### src/rtl/if_sram_bridge.sv
// if_sram_bridge
//   Fetch-side bridge between the pre-fetch PC stage and decode. Each valid PC
//   leaving pre-fetch becomes an instruction-SRAM request on a split
//   address/data handshake. PCs of live in-flight requests are kept in order,
//   returned words are buffered with their PCs, and the buffer head is
//   presented to decode. A flush empties the buffer and turns every live
//   in-flight request into a cancelled one whose data is dropped on return.
//
// Ports
//   clk, resetn        clock, synchronous active-low reset
//   pf_valid, pf_pc    PC offered by pre-fetch
//   pf_allowin         PC accepted this cycle (address handshake done)
//   flush              redirect; kills all younger fetch state
//   inst_req/addr      SRAM request valid / address
//   inst_addr_ok       SRAM accepts the request
//   inst_data_ok/rdata SRAM returns one word, in request order
//   fs_valid/pc/inst   head instruction offered to decode
//   ds_allowin         decode accepts the head this cycle
module if_sram_bridge #(
  parameter int unsigned MAX_PEND = 2
) (
  input  logic        clk,
  input  logic        resetn,
  input  logic        pf_valid,
  input  logic [31:0] pf_pc,
  output logic        pf_allowin,
  input  logic        flush,
  output logic        inst_req,
  output logic [31:0] inst_addr,
  input  logic        inst_addr_ok,
  input  logic        inst_data_ok,
  input  logic [31:0] inst_rdata,
  output logic        fs_valid,
  output logic [31:0] fs_pc,
  output logic [31:0] fs_inst,
  input  logic        ds_allowin
);

  localparam int unsigned PW = (MAX_PEND > 1) ? $clog2(MAX_PEND) : 1;

  logic [31:0]   r_pcq     [MAX_PEND];
  logic [31:0]   r_buf_pc  [MAX_PEND];
  logic [31:0]   r_buf_inst[MAX_PEND];
  logic [PW-1:0] r_pc_wp, r_pc_rp;
  logic [PW-1:0] r_buf_wp, r_buf_rp;
  logic [2:0]    r_live;
  logic [2:0]    r_cancel;
  logic [2:0]    r_buf_cnt;

  logic [3:0]    w_occ;
  logic          w_credit;
  logic          w_fs_pop;
  logic          w_dok_any;
  logic          w_dok_live;
  logic          w_dok_drop;

  function automatic logic [PW-1:0] f_inc(input logic [PW-1:0] p);
    f_inc = (p == PW'(MAX_PEND - 1)) ? '0 : p + PW'(1);
  endfunction

  assign w_occ = {1'b0, r_live} + {1'b0, r_cancel} + {1'b0, r_buf_cnt};

  assign fs_valid = (r_buf_cnt != 3'd0) && !flush;
  assign fs_pc    = r_buf_pc[r_buf_rp];
  assign fs_inst  = r_buf_inst[r_buf_rp];
  assign w_fs_pop = fs_valid && ds_allowin;

  // A head leaving for decode this cycle frees its slot immediately, which is
  // what lets a 2-deep bridge sustain one instruction per cycle.
  assign w_credit = (w_occ - {3'b000, w_fs_pop}) < 4'(MAX_PEND);

  // resetn gating keeps the request low while reset is held.
  assign inst_req   = resetn && pf_valid && w_credit && !flush;
  assign inst_addr  = pf_pc;
  assign pf_allowin = inst_req && inst_addr_ok;

  // data_ok with nothing outstanding is a protocol error and is ignored.
  assign w_dok_any  = inst_data_ok && ((r_live != 3'd0) || (r_cancel != 3'd0));
  assign w_dok_drop = inst_data_ok && (r_cancel != 3'd0);
  assign w_dok_live = inst_data_ok && (r_cancel == 3'd0) && (r_live != 3'd0);

  always_ff @(posedge clk) begin
    if (!resetn) begin
      for (int unsigned i = 0; i < MAX_PEND; i++) begin
        r_pcq[i]      <= '0;
        r_buf_pc[i]   <= '0;
        r_buf_inst[i] <= '0;
      end
      r_pc_wp   <= '0;
      r_pc_rp   <= '0;
      r_buf_wp  <= '0;
      r_buf_rp  <= '0;
      r_live    <= '0;
      r_cancel  <= '0;
      r_buf_cnt <= '0;
    end else if (flush) begin
      // Every live request becomes cancelled; a word returning in this very
      // cycle is charged against that cancelled total.
      r_pc_wp   <= '0;
      r_pc_rp   <= '0;
      r_buf_wp  <= '0;
      r_buf_rp  <= '0;
      r_live    <= '0;
      r_buf_cnt <= '0;
      r_cancel  <= r_cancel + r_live - 3'(w_dok_any);
    end else begin
      if (pf_allowin) begin
        r_pcq[r_pc_wp] <= pf_pc;
        r_pc_wp        <= f_inc(r_pc_wp);
      end
      if (w_dok_live) begin
        r_buf_pc[r_buf_wp]   <= r_pcq[r_pc_rp];
        r_buf_inst[r_buf_wp] <= inst_rdata;
        r_buf_wp             <= f_inc(r_buf_wp);
        r_pc_rp              <= f_inc(r_pc_rp);
      end
      if (w_dok_drop) begin
        r_cancel <= r_cancel - 3'd1;
      end
      if (w_fs_pop) begin
        r_buf_rp <= f_inc(r_buf_rp);
      end
      r_live    <= r_live + 3'(pf_allowin) - 3'(w_dok_live);
      r_buf_cnt <= r_buf_cnt + 3'(w_dok_live) - 3'(w_fs_pop);
    end
  end

endmodule

### config.mk
export PLATFORM = sky130hd
export DESIGN_NAME = if_sram_bridge
export DESIGN_NICKNAME = d
export VERILOG_FILES = /design/src/rtl/if_sram_bridge.sv
export SDC_FILE = /design/constraint.sdc
export NUM_CORES = 1
export LEC_CHECK = 0
export ABC_AREA = 1
export CAP_MARGIN = 10
export CELL_PAD_IN_SITES_DETAIL_PLACEMENT = 1
export CELL_PAD_IN_SITES_GLOBAL_PLACEMENT = 1
export CORE_UTILIZATION = 42
export CTS_CLUSTER_DIAMETER = 100
export DETAILED_ROUTE_END_ITERATION = 7
export GPL_ROUTABILITY_DRIVEN = 0
export PLACE_DENSITY_LB_ADDON = 0.1
export SLEW_MARGIN = 20
export SYNTH_ARGS = -nofsm -noshare
export SYNTH_HDL_FRONTEND = slang
export SYNTH_SLANG_ARGS = --single-unit
### constraint.sdc
create_clock -name clk -period 5.9 [get_ports clk]
set_input_delay 1.77 -clock clk [delete_from_list [all_inputs] [get_ports clk]]
set_output_delay 1.77 -clock clk [all_outputs]
set_load 0.005 [all_outputs]
==> flow_summary.json <==
{
  "status": "complete, no violations",
  "layout.cells.non_filler": 1212,
  "slew_headroom_pct": 27.8,
  "swShare_pct": 21.4,
  "synth_nets": 842,
  "dpl_cell_area_sq_um": 11100,
  "cts-root-buf": "clkbuf_16",
  "grt_util_all_layers_pct": 18.8,
  "vias": 5836,
  "maxCapViolCount": 0,
  "register_area_sq_um": 6070,
  "tns_ns": 0,
  "p_switching_w": 0.000744,
  "die_area_sq_um": 22800,
  "postLayoutCoreUtil_pct": 55.3,
  "criticalPathCategory": "input pin to output port",
  "pwr-share-comb_pct": 10.0,
  "cp_max_fo": 2,
  "cts_buffers": 22,
  "path_cells": "buf_8 -> inv_4 -> nand3_4 -> inv_4 -> ha_4 -> inv_2 -> fa_1 -> ha_2 -> inv_2 -> fa_1 -> nand3b_1 -> nor2_4 -> buf_6 -> nand3_4 -> inv_2 -> buf_2",
  "vias_per_cell": 4.82,
  "fp.dieH_um": 151,
  "drc": 0,
  "layout_common_cells": "nor2_1 (203), edfxtp_1 (192), clkdlybuf4s50_1 (165)",
  "ys_seq_area_share_pct": 65.0,
  "fillers": 2244,
  "dpl.cell_count": 1149,
  "grt_start_max_net_pins": 66,
  "arrival_ns": 4.10,
  "wl_per_cell_um": 17.4,
  "irDropWorstVdd_mv": 0.157,
  "core_sq_um": 21800,
  "start_util_pct": 42.8,
  "syn_avg_cell_area_sq_um": 12.4,
  "gr-total-overflow": 0,
  "min_period_ns": 5.87,
  "design_area_sq_um": 12100,
  "postSynthCellCount": 751,
  "nNetsFinal": 1007,
  "crit_top_cell": "inv_2",
  "drive_gt1_share_pct": 17.7,
  "multi_input_area_sq_um": 2510,
  "holdWs_ns": 0.496,
  "htreeDepth": 1,
  "crit_path_start_kind": "input pin",
  "synth_warnings": 0,
  "clkSlewWorstSetupHoldPaths_ns": 0.06,
  "min_period_over_period_pct": 99.5,
  "dpl.hpwl_um": 12600,
  "num_antenna_cells": 0,
  "cpMaxStageDelayCell": "fa_1",
  "ys_ff_latch": 207,
  "powerDensity_nw_per_um2": 288,
  "clockBufferDepth": 3,
  "std_cell_rows": 54,
  "cts_sinks": 207,
  "mostFrequentLayoutCell": "nor2_1",
  "clk_latency_ns": 0.51,
  "finalSetupViolations": 0,
  "max_stage_delay_ns": 0.51,
  "drt_iter0_drc": 219,
  "synth_cell_types": 28,
  "grt_pass1_vias": 6476,
  "cts_tree": "built",
  "drtPass1Iterations": 6,
  "pwr-share-seq_pct": 47.9,
  "die_x_um": 151,
  "fmax_mhz": 170,
  "finalClockSkew_ns": 0.00723,
  "leakage_nw": 4.81,
  "hold_buffers": 0,
  "hold_viol": 0,
  "cp-end-kind": "output port",
  "areaGrowthSynthToFinish_pct": 29.3,
  "slew_violations": 0,
  "wl_um": 21100,
  "p_clk_share_pct": 42.1,
  "antenna_found_initial": 0,
  "ant_nets": 0,
  "grt_pass1_wl_um": 32600,
  "ioPinCount": 170,
  "portBuffers": 169,
  "rsz0062_at_grt": "yes",
  "tightest_slew_ns": 1.08,
  "cp.required_ns": 4.13,
  "internal-power_w": 0.00273,
  "min_path_type": "flop to flop",
  "synthesis.area_sq_um": 9330
}
[timing repair]
item	CTS	global route
resized for setup	27	13
setup buffers	23	2
endpoints found under the setup margin	2	3
pin swaps	6	6
[registers in the layout, summed over array words and instances (netlist names), named ones only]
signal / cells
r_pcq: 64
r_buf_wp: 1
r_buf_cnt: 3
r_pc_rp: 1
r_live: 3
r_pc_wp: 1
r_cancel: 3
r_buf_rp: 1
r_buf_inst: 64
r_buf_pc: 64
[cells in the mapped netlist]
cell	n	share of area, %
nand4_4	2	0.46
o21a_1	1	0.080
fa_1	6	1.3
buf_2	19	1.0
a31oi_1	1	0.067
mux2i_1	32	3.4
nand2_2	2	0.13
nand2_1	23	0.92
dfxtp_1	15	3.2
o21ai_0	4	0.21
edfxtp_1	192	62
xnor2_1	3	0.28
inv_1	99	4.0
buf_4	32	2.6
nor2_1	203	8.2
nand3_2	1	0.11
nor2_4	1	0.12
nand3b_1	1	0.080
inv_2	4	0.16
nand3_1	10	0.54
buf_1	1	0.040
mux2_2	64	7.7
a21oi_1	5	0.27
a21o_1	1	0.080
buf_6	8	0.97
ha_1	14	1.9
xor2_1	3	0.28
clkbuf_1	4	0.16
[worst max-delay path: cells and delay by family]
kind                     cells  cell delay, ns
adder cells (fa/ha/maj)      4            1.32
AND/OR/NAND/NOR              4            0.40
buffers and inverters        8            0.59
[per-stage QoR]
stage | worst slack, ns | total power [W]
finish | 0.0322 | 0.00348
global route | -0.0560 | 0.00360
floorplan | 0.324 | 0.00186
CTS | 0.00773 | 0.00350
global placement | -0.592 | 0.00200
detailed placement | -0.697 | 0.00202
[cell type report]
cell class              instances  area share [%]
multi-input cells             377            20.8
well taps                     280            2.90
inverters                     103            3.25
repair buffers                205            16.4
clock inverters                13            1.69
flip-flops and latches        207            50.3
clock buffers                  27            4.72
[cells by family after synthesis]
logic type / share of synthesized area, %
and+or+nand+nor: 10.5
DFF: 65.0
buffers and inverters: 8.90
muxes: 11.2
adders and majority gates: 3.16
AOI/OAI and AO/OA: 0.711
xor gates and xnor gates: 0.563
[power by group through the flow]
stage,Sequential [W],Combinational [W],Clock (W)
floorplan,0.00169,0.000164,0
global placement,0.00169,0.000307,0
detailed placement,0.00170,0.000323,0
CTS,0.00167,0.000339,0.00150
global route,0.00167,0.000385,0.00154
finish,0.00167,0.000348,0.00146
[worst paths after layout]
kind | cells past startpoint | slack, ns | startpoint | end
worst max-delay path | 16 | 0.03 | flush | pf_allowin
worst min register to register | 2 | 0.50 | r_buf_rp | flop
worst min-delay path | 2 | 0.50 | r_buf_rp | flop
worst max register to register | 34 | 0.77 | r_buf_cnt[1] | r_pc_wp
[metal layers]
layer	up-vias	global-route usage (%)	wire length [um]
met5	-	0	0
met4	0	5.05	330
met3	28	2.86	879
met2	131	36.6	11500
met1	2902	21.1	8410
li1	2775	-	-
Power figures use the tool's default switching activity.
